==> src/rtl/spec_rollback_ctrl_pkg.sv <==
// Shared types and width helpers for the speculative-branch rollback controller.
package spec_pkg;

  typedef enum logic [1:0] {
    ST_IDLE     = 2'd0,
    ST_SQUASH   = 2'd1,
    ST_DRAIN    = 2'd2,
    ST_REDIRECT = 2'd3
  } state_e;

  localparam int DEF_NUM_TAG     = 4;
  localparam int DEF_NUM_REG     = 8;
  localparam int DEF_SPEC_DEPTH  = 4;
  localparam int DEF_PC_BIT      = 4;
  localparam int DEF_INST_ID_BIT = 8;
  localparam int DEF_CNT_BIT     = 16;

  // Level 0 means "not speculative", so one extra code beyond the depth is needed.
  function automatic int spec_level_bit(input int depth);
    return $clog2(depth) + 1;
  endfunction

  localparam int DEF_SPEC_LEVEL_BIT = spec_level_bit(DEF_SPEC_DEPTH);

  function automatic int remap_lsb(input int level, input int level_bit);
    return level * level_bit;
  endfunction

endpackage

==> src/rtl/spec_rollback_ctrl_if.sv <==
// Speculation-resolve, squash/restore and fetch-redirect signals of the rollback controller.
interface spec_rollback_ctrl_if
  import spec_pkg::*;
#(
  parameter int NUM_TAG        = DEF_NUM_TAG,
  parameter int NUM_REG        = DEF_NUM_REG,
  parameter int SPEC_DEPTH     = DEF_SPEC_DEPTH,
  parameter int PC_BIT         = DEF_PC_BIT,
  parameter int INST_ID_BIT    = DEF_INST_ID_BIT,
  parameter int CNT_BIT        = DEF_CNT_BIT,
  parameter int REG_ID_BIT     = $clog2(NUM_REG),
  parameter int SPEC_LEVEL_BIT = spec_level_bit(SPEC_DEPTH)
);

  logic                                     br_pred_vld;
  logic                                     br_pred_succ;
  logic [SPEC_LEVEL_BIT*(SPEC_DEPTH+1)-1:0] br_pred_succ_nxt_levels;
  logic [SPEC_LEVEL_BIT-1:0]                br_pred_fail_level;
  logic [NUM_TAG*REG_ID_BIT-1:0]            br_pred_fail_tag_map;
  logic [PC_BIT-1:0]                        br_pred_fail_pc;
  logic [INST_ID_BIT-1:0]                   br_pred_fail_id;
  logic                                     fu_busy;
  logic                                     redirect_rdy;

  logic                                     busy;
  logic                                     squash_vld;
  logic [SPEC_LEVEL_BIT-1:0]                squash_level;
  logic                                     tag_map_restore_vld;
  logic [NUM_TAG*REG_ID_BIT-1:0]            tag_map_restore;
  logic                                     redirect_vld;
  logic [PC_BIT-1:0]                        redirect_pc;
  logic [INST_ID_BIT-1:0]                   redirect_id;
  logic [CNT_BIT-1:0]                       rollback_cnt;

  modport master (
    output br_pred_vld, br_pred_succ, br_pred_succ_nxt_levels, br_pred_fail_level,
           br_pred_fail_tag_map, br_pred_fail_pc, br_pred_fail_id, fu_busy, redirect_rdy,
    input  busy, squash_vld, squash_level, tag_map_restore_vld, tag_map_restore,
           redirect_vld, redirect_pc, redirect_id, rollback_cnt
  );

  modport slave (
    input  br_pred_vld, br_pred_succ, br_pred_succ_nxt_levels, br_pred_fail_level,
           br_pred_fail_tag_map, br_pred_fail_pc, br_pred_fail_id, fu_busy, redirect_rdy,
    output busy, squash_vld, squash_level, tag_map_restore_vld, tag_map_restore,
           redirect_vld, redirect_pc, redirect_id, rollback_cnt
  );

endinterface

==> src/rtl/spec_rollback_ctrl.sv <==
// Misprediction recovery sequencer: squash + tag-map restore, FU drain, then fetch redirect.
module spec_rollback_ctrl
  import spec_pkg::*;
#(
  parameter int NUM_TAG        = DEF_NUM_TAG,
  parameter int NUM_REG        = DEF_NUM_REG,
  parameter int SPEC_DEPTH     = DEF_SPEC_DEPTH,
  parameter int PC_BIT         = DEF_PC_BIT,
  parameter int INST_ID_BIT    = DEF_INST_ID_BIT,
  parameter int CNT_BIT        = DEF_CNT_BIT,
  parameter int REG_ID_BIT     = $clog2(NUM_REG),
  parameter int SPEC_LEVEL_BIT = spec_level_bit(SPEC_DEPTH)
) (
  input  logic                 clk,
  input  logic                 rst_n,
  spec_rollback_ctrl_if.slave  bus
);

  localparam int MAP_W = NUM_TAG * REG_ID_BIT;

  state_e                    r_state;
  state_e                    w_state_nxt;
  logic [SPEC_LEVEL_BIT-1:0] r_lvl;
  logic [SPEC_LEVEL_BIT-1:0] w_lvl_nxt;
  logic [SPEC_LEVEL_BIT-1:0] w_remap_lvl;
  logic [SPEC_LEVEL_BIT-1:0] r_squash_level;
  logic [MAP_W-1:0]          r_map;
  logic [PC_BIT-1:0]         r_pc;
  logic [INST_ID_BIT-1:0]    r_id;
  logic [CNT_BIT-1:0]        r_cnt;
  logic                      r_squash_vld;
  logic                      r_redirect_vld;
  logic                      w_fail_now;
  logic                      w_succ_now;
  logic                      w_accept;

  assign w_fail_now = bus.br_pred_vld & ~bus.br_pred_succ;
  assign w_succ_now = bus.br_pred_vld &  bus.br_pred_succ;
  // A fail while recovering only matters if it belongs to an older branch.
  assign w_accept   = w_fail_now & ((r_state == ST_IDLE) | (bus.br_pred_fail_level < r_lvl));

  always_comb begin
    w_remap_lvl = '0;
    for (int k = 0; k <= SPEC_DEPTH; k++) begin
      if (r_lvl == SPEC_LEVEL_BIT'(k)) begin
        w_remap_lvl = bus.br_pred_succ_nxt_levels[remap_lsb(k, SPEC_LEVEL_BIT) +: SPEC_LEVEL_BIT];
      end
    end
  end

  always_comb begin
    w_state_nxt = r_state;
    w_lvl_nxt   = r_lvl;
    if (w_accept) begin
      w_state_nxt = ST_SQUASH;
      w_lvl_nxt   = bus.br_pred_fail_level;
    end else begin
      if (w_succ_now && (r_state != ST_IDLE)) begin
        w_lvl_nxt = w_remap_lvl;
      end
      unique case (r_state)
        ST_IDLE:     w_state_nxt = ST_IDLE;
        ST_SQUASH:   w_state_nxt = ST_DRAIN;
        ST_DRAIN:    if (!bus.fu_busy) w_state_nxt = ST_REDIRECT;
        ST_REDIRECT: if (r_redirect_vld && bus.redirect_rdy) w_state_nxt = ST_IDLE;
        default:     w_state_nxt = ST_IDLE;
      endcase
    end
  end

  always_ff @(posedge clk or negedge rst_n) begin
    if (!rst_n) begin
      r_state        <= ST_IDLE;
      r_lvl          <= '0;
      r_squash_level <= '0;
      r_map          <= '0;
      r_pc           <= '0;
      r_id           <= '0;
      r_cnt          <= '0;
      r_squash_vld   <= 1'b0;
      r_redirect_vld <= 1'b0;
    end else begin
      r_state        <= w_state_nxt;
      r_lvl          <= w_lvl_nxt;
      r_squash_vld   <= (w_state_nxt == ST_SQUASH);
      r_redirect_vld <= (w_state_nxt == ST_REDIRECT);
      if (w_accept) begin
        r_squash_level <= bus.br_pred_fail_level;
        r_map          <= bus.br_pred_fail_tag_map;
        r_pc           <= bus.br_pred_fail_pc;
        r_id           <= bus.br_pred_fail_id;
        if (r_cnt != '1) r_cnt <= r_cnt + CNT_BIT'(1);
      end
    end
  end

  // Issue must stall in the fail cycle itself, before the state register catches up.
  assign bus.busy                = w_fail_now | (r_state != ST_IDLE);
  assign bus.squash_vld          = r_squash_vld;
  assign bus.squash_level        = r_squash_level;
  assign bus.tag_map_restore_vld = r_squash_vld;
  assign bus.tag_map_restore     = r_map;
  assign bus.redirect_vld        = r_redirect_vld;
  assign bus.redirect_pc         = r_pc;
  assign bus.redirect_id         = r_id;
  assign bus.rollback_cnt        = r_cnt;

endmodule
==> src/flat_wrapper.sv <==
// flat-port wrapper written by rule: the top's interface ports become plain ports
module spec_rollback_ctrl_flat import spec_pkg::*;
#(
  parameter int NUM_TAG        = DEF_NUM_TAG,
  parameter int NUM_REG        = DEF_NUM_REG,
  parameter int SPEC_DEPTH     = DEF_SPEC_DEPTH,
  parameter int PC_BIT         = DEF_PC_BIT,
  parameter int INST_ID_BIT    = DEF_INST_ID_BIT,
  parameter int CNT_BIT        = DEF_CNT_BIT,
  parameter int REG_ID_BIT     = $clog2(NUM_REG),
  parameter int SPEC_LEVEL_BIT = spec_level_bit(SPEC_DEPTH)
)
  (clk, rst_n, bus_br_pred_vld, bus_br_pred_succ, bus_br_pred_succ_nxt_levels, bus_br_pred_fail_level, bus_br_pred_fail_tag_map, bus_br_pred_fail_pc, bus_br_pred_fail_id, bus_fu_busy, bus_redirect_rdy, bus_busy, bus_squash_vld, bus_squash_level, bus_tag_map_restore_vld, bus_tag_map_restore, bus_redirect_vld, bus_redirect_pc, bus_redirect_id, bus_rollback_cnt);
  spec_rollback_ctrl_if #(.NUM_TAG(NUM_TAG), .NUM_REG(NUM_REG), .SPEC_DEPTH(SPEC_DEPTH), .PC_BIT(PC_BIT), .INST_ID_BIT(INST_ID_BIT), .CNT_BIT(CNT_BIT), .REG_ID_BIT(REG_ID_BIT), .SPEC_LEVEL_BIT(SPEC_LEVEL_BIT)) bus_i ();
  input  logic clk;
  input  logic rst_n;
  input wire logic [$bits(bus_i.br_pred_vld)-1:0] bus_br_pred_vld;
  input wire logic [$bits(bus_i.br_pred_succ)-1:0] bus_br_pred_succ;
  input wire logic [$bits(bus_i.br_pred_succ_nxt_levels)-1:0] bus_br_pred_succ_nxt_levels;
  input wire logic [$bits(bus_i.br_pred_fail_level)-1:0] bus_br_pred_fail_level;
  input wire logic [$bits(bus_i.br_pred_fail_tag_map)-1:0] bus_br_pred_fail_tag_map;
  input wire logic [$bits(bus_i.br_pred_fail_pc)-1:0] bus_br_pred_fail_pc;
  input wire logic [$bits(bus_i.br_pred_fail_id)-1:0] bus_br_pred_fail_id;
  input wire logic [$bits(bus_i.fu_busy)-1:0] bus_fu_busy;
  input wire logic [$bits(bus_i.redirect_rdy)-1:0] bus_redirect_rdy;
  output wire logic [$bits(bus_i.busy)-1:0] bus_busy;
  output wire logic [$bits(bus_i.squash_vld)-1:0] bus_squash_vld;
  output wire logic [$bits(bus_i.squash_level)-1:0] bus_squash_level;
  output wire logic [$bits(bus_i.tag_map_restore_vld)-1:0] bus_tag_map_restore_vld;
  output wire logic [$bits(bus_i.tag_map_restore)-1:0] bus_tag_map_restore;
  output wire logic [$bits(bus_i.redirect_vld)-1:0] bus_redirect_vld;
  output wire logic [$bits(bus_i.redirect_pc)-1:0] bus_redirect_pc;
  output wire logic [$bits(bus_i.redirect_id)-1:0] bus_redirect_id;
  output wire logic [$bits(bus_i.rollback_cnt)-1:0] bus_rollback_cnt;
  assign bus_i.br_pred_vld = bus_br_pred_vld;
  assign bus_i.br_pred_succ = bus_br_pred_succ;
  assign bus_i.br_pred_succ_nxt_levels = bus_br_pred_succ_nxt_levels;
  assign bus_i.br_pred_fail_level = bus_br_pred_fail_level;
  assign bus_i.br_pred_fail_tag_map = bus_br_pred_fail_tag_map;
  assign bus_i.br_pred_fail_pc = bus_br_pred_fail_pc;
  assign bus_i.br_pred_fail_id = bus_br_pred_fail_id;
  assign bus_i.fu_busy = bus_fu_busy;
  assign bus_i.redirect_rdy = bus_redirect_rdy;
  assign bus_busy = bus_i.busy;
  assign bus_squash_vld = bus_i.squash_vld;
  assign bus_squash_level = bus_i.squash_level;
  assign bus_tag_map_restore_vld = bus_i.tag_map_restore_vld;
  assign bus_tag_map_restore = bus_i.tag_map_restore;
  assign bus_redirect_vld = bus_i.redirect_vld;
  assign bus_redirect_pc = bus_i.redirect_pc;
  assign bus_redirect_id = bus_i.redirect_id;
  assign bus_rollback_cnt = bus_i.rollback_cnt;
  spec_rollback_ctrl #(.NUM_TAG(NUM_TAG), .NUM_REG(NUM_REG), .SPEC_DEPTH(SPEC_DEPTH), .PC_BIT(PC_BIT), .INST_ID_BIT(INST_ID_BIT), .CNT_BIT(CNT_BIT), .REG_ID_BIT(REG_ID_BIT), .SPEC_LEVEL_BIT(SPEC_LEVEL_BIT)) u_core (.clk(clk), .rst_n(rst_n), .bus(bus_i));
endmodule
==> config.mk <==
export PLATFORM = sky130hd
export DESIGN_NAME = spec_rollback_ctrl_flat
export DESIGN_NICKNAME = d
export VERILOG_FILES = /design/src/rtl/spec_rollback_ctrl_pkg.sv /design/src/rtl/spec_rollback_ctrl_if.sv /design/src/rtl/spec_rollback_ctrl.sv /design/src/flat_wrapper.sv
export SDC_FILE = /design/constraint.sdc
export NUM_CORES = 1
export LEC_CHECK = 0
export ABC_AREA = 0
export CORE_UTILIZATION = 40
export CTS_CLUSTER_DIAMETER = 120
export DETAILED_ROUTE_END_ITERATION = 8
export GPL_TIMING_DRIVEN = 0
export PLACE_DENSITY_LB_ADDON = 0.3
export SLEW_MARGIN = 5
export SYNTH_ARGS = -nofsm -noshare
export SYNTH_HDL_FRONTEND = slang
export SYNTH_SLANG_ARGS = --single-unit
==> constraint.sdc <==
create_clock -name clk -period 2.4 [get_ports clk]
set_clock_uncertainty 0.15 [all_clocks]
set_input_delay 0.36 -clock clk [delete_from_list [all_inputs] [get_ports clk]]
set_output_delay 0.36 -clock clk [all_outputs]
set_load 0.005 [all_outputs]
==> summary.md <==
| Metric | Value |
|---|---|
| Diodes inserted | 0 |
| Worst Path Arrival | 2330 ps |
| Hold path depth | 1 |
| Post-Route WL | 5120 µm |
| Fill count | 467 |
| Global-route wire length before repair | 8830 µm |
| CP max-delay cell | a2111oi_4 |
| Slew margin rel. | 0.683 |
| Crit. End Element | register |
| Final setup viols | 0 |
| VDD IR-drop max | 0.546 mV |
| Vias per cell | 5.03 |
| Pwr Total | 3.50 mW |
| Max cap viols | 0 |
| Overall Global Routing Usage | 0.190 |
| CTS H-tree lvls | 2 |
| Nets | 331 |
| Post-synth top cells | 50 x dfrtp_1, 26 x mux2_2, 13 x xnor2_1, 10 x nand2_1, 9 x nand4_1 |
| Syn_nets | 228 |
| Max clock buf depth | 2 |
| Minimum clock period | 2290 ps |
| Seq/Total Area, Yosys | 0.553 |
| Mux share of post-synthesis cell area | 0.168 |
| I/O pin count | 95 |
| Clock sink count | 50 |
| Final Cycle Share | 0.954 |
| Cell count along the critical path | 7 |
| Unique masters post-synth | 36 |
| CP peak stage delay | 500 ps |
| Final instance area | 3440 µm² |
| Worst-margin pin slew | 473 ps |
| Reg2reg path depth | 7 |
| Most frequent cell after synthesis | dfrtp_1 |
| Max Fanout on Critical Path | 4 |
| Gr ovfl total | 0 |
| Die height | 77.2 µm |
| Simple-gate share of the synthesized area | 0.116 |
| Crit-path cells | clkdlybuf4s50_1 -> ha_1 -> o22ai_1 -> nand3b_2 -> a2111oi_4 -> nand3_1 -> xnor2_1 |
| Initial DRC count | 50 |
| Largest net degree at the start of global routing | 34 |
| CP required | 2440 ps |
| Die width | 77.2 µm |
| Initial DRT Pass Iterations | 3 |
| Lkg Pwr | 1.43 nW |
| Synth Instances | 177 |
| Post-synthesis compound-gate area fraction | 0.0570 |
| Largest family of logic cells by synthesized area | multiplexers |
| Routability cong. | 0.719 |
| DRC viols | 0 |
| CTS tree | yes |
| Critical path's top delay family | compound AO/OA/AOI/OAI gates |
| Setup CP Type | in2reg |
| Via count | 1774 |
| Final worst slack | 110 ps |
| Final-report hold violation count | 0 |
| CP startpoint kind | input pin |
| Antenna Nets Post-Route | 0 |
| Synth Warn # | 0 |
| Dpl cell area | 3310 µm² |
| Area share of the largest cell type after synthesis | 0.553 |
| Buffer and inverter count on the worst path | 1 |
| Pre-CTS setup slack | -228 ps |
| Cell taking the most area after synthesis | dfrtp_1 |
| Root buffer cell | clkbuf_8 |
| Core Area | 5470 µm² |
| Yosys reg bits | 50 |
| Pwr dens | 1020 nW/µm² |
| Number of synthesized flops with an enable pin | 0 |
| Fmax | 0.437 GHz |
| Die footprint | 5960 µm² |
| Hold slack final | 348 ps |
| Synth Cell Area | 2260 µm² |
| Worst-path clk slew | 90 ps |
| Num rows | 27 |
| RSZ-0062 raised after global routing | false |
| Initial Utilization | 0.413 |
| Layout cells sized above 1 | 0.181 |
| Worst-skew pair later-pin latency | 300 ps |
| Hold Path Class | reg2reg |
| Max-slew violations | 0 |
| XOR/XNOR Fraction of Synth Area | 0.0581 |
| Top FF cell, synth | dfrtp_1 |
| Status | finished clean |
| Drt wl/cell | 14.5 µm |
| Top cells by area, synth | dfrtp_1 55%, mux2_2 13%, xnor2_1 5.0% |
| Final HPWL DP | 3930 µm |
| Antenna violations before repair | 0 |
| Area Growth Syn to Fin | 52.0% |
| Cts bufs inserted | 5 |
| Fin util | 0.628 |
| Async SR Flop Fraction | 1.00 |
| Adder-cell share of the synthesized area | 0.0166 |
| Mean Syn Cell Area | 12.8 µm² |
| Vias in the first global route | 1829 |
| PortBufs | 94 |
==> worst paths after layout <==
path	startpoint	to	slack, ps
worst min register to register	u_core.bus.tag_map_restore[7]	u_core.bus.tag_map_restore[7]	350
worst max-delay path	bus_br_pred_fail_level[2]	u_core.bus.rollback_cnt[10]	110
max in group asynchronous	rst_n	u_core.bus.tag_map_restore[10]	1210
min in group asynchronous	rst_n	u_core.bus.redirect_id[0]	380
worst min-delay path	u_core.bus.tag_map_restore[7]	u_core.bus.tag_map_restore[7]	350
worst max register to register	u_core.r_lvl[2]	u_core.bus.rollback_cnt[10]	150
==> layer usage <==
layer / up-vias / track usage / part of all wire
li1: 836 / - / -
met1: 877 / 0.244 / 0.43
met2: 51 / 0.299 / 0.49
met3: 10 / 0.0524 / 0.057
met4: 0 / 0.0830 / 0.021
met5: - / 0 / 0
==> cell usage in the layout (no fill, tap or decap), drive strengths merged, types with 3 or more instances in the layout <==
| cell | count |
|---|---|
| clkdlybuf4s50 | 93 |
| dfrtp | 50 |
| mux2 | 28 |
| xnor2 | 13 |
| nand2 | 11 |
| nand4 | 9 |
| inv | 8 |
| nor2 | 8 |
| nand3 | 8 |
| clkbuf | 7 |
| buf | 6 |
| o21ai | 5 |
| and3 | 4 |
| ha | 3 |
==> timing repair <==
| action | CTS | global route |
|---|---|---|
| endpoints found under the setup margin | 0 | 13 |
| hold buffers | 1 | 0 |
| resized for setup | 0 | 3 |
| setup buffers | 0 | 0 |
| hold endpoints to repair | 17 | 0 |
==> through the flow <==
| stage | TNS [ps] | std cells |
|---|---|---|
| finish | 0 | 353 |
| detailed placement | -6930 | 344 |
| floorplan | 0 | 177 |
| global placement | -39170 | 343 |
| CTS | 0 | 353 |
| global route | 0 | 353 |
==> cell families after synthesis <==
group	count (synthesis)
muxes	32
DFF	50
buffers and inverters	14
AOI/OAI and AO/OA	16
and+or+nand+nor	47
adders and majority gates	3
xor gates and xnor gates	15
==> cell type report <==
class	instances	area [µm²]	area share
buffer	6	46.3	0.0135
tap	72	90.1	0.0262
timing repair buffer	96	966	0.281
multi-input combinational	113	947	0.275
clock buffer	5	68.8	0.0200
inverter	8	30.0	0.00873
sequential	50	1250	0.364
clock inverter	3	40.0	0.0116
==> worst reg2reg max path, cell delays in order, from the launching register on <==
cell       delay, ps
dfrtp_1          430
inv_1            140
ha_1             240
o22ai_1          160
nand3b_2         220
a2111oi_4        510
nand3_1          160
xnor2_1          150
==> where the power goes <==
part	switching (mW)	internal, mW
Combinational	0.514	1.00
Clock	0.271	0.307
Sequential	0.233	1.17
Total	1.02	2.48
==> sequential cells by signal (all words and copies together) (netlist names) <==
signal and count:
u_core.bus.redirect_id 8, u_core.bus.redirect_vld 1, u_core.r_state 2, u_core.bus.squash_level 3, u_core.r_lvl 3, u_core.bus.squash_vld 1
u_core.bus.rollback_cnt 16, u_core.bus.tag_map_restore 12, u_core.bus.redirect_pc 4
No activity file was read; power rests on OpenSTA's default activity.
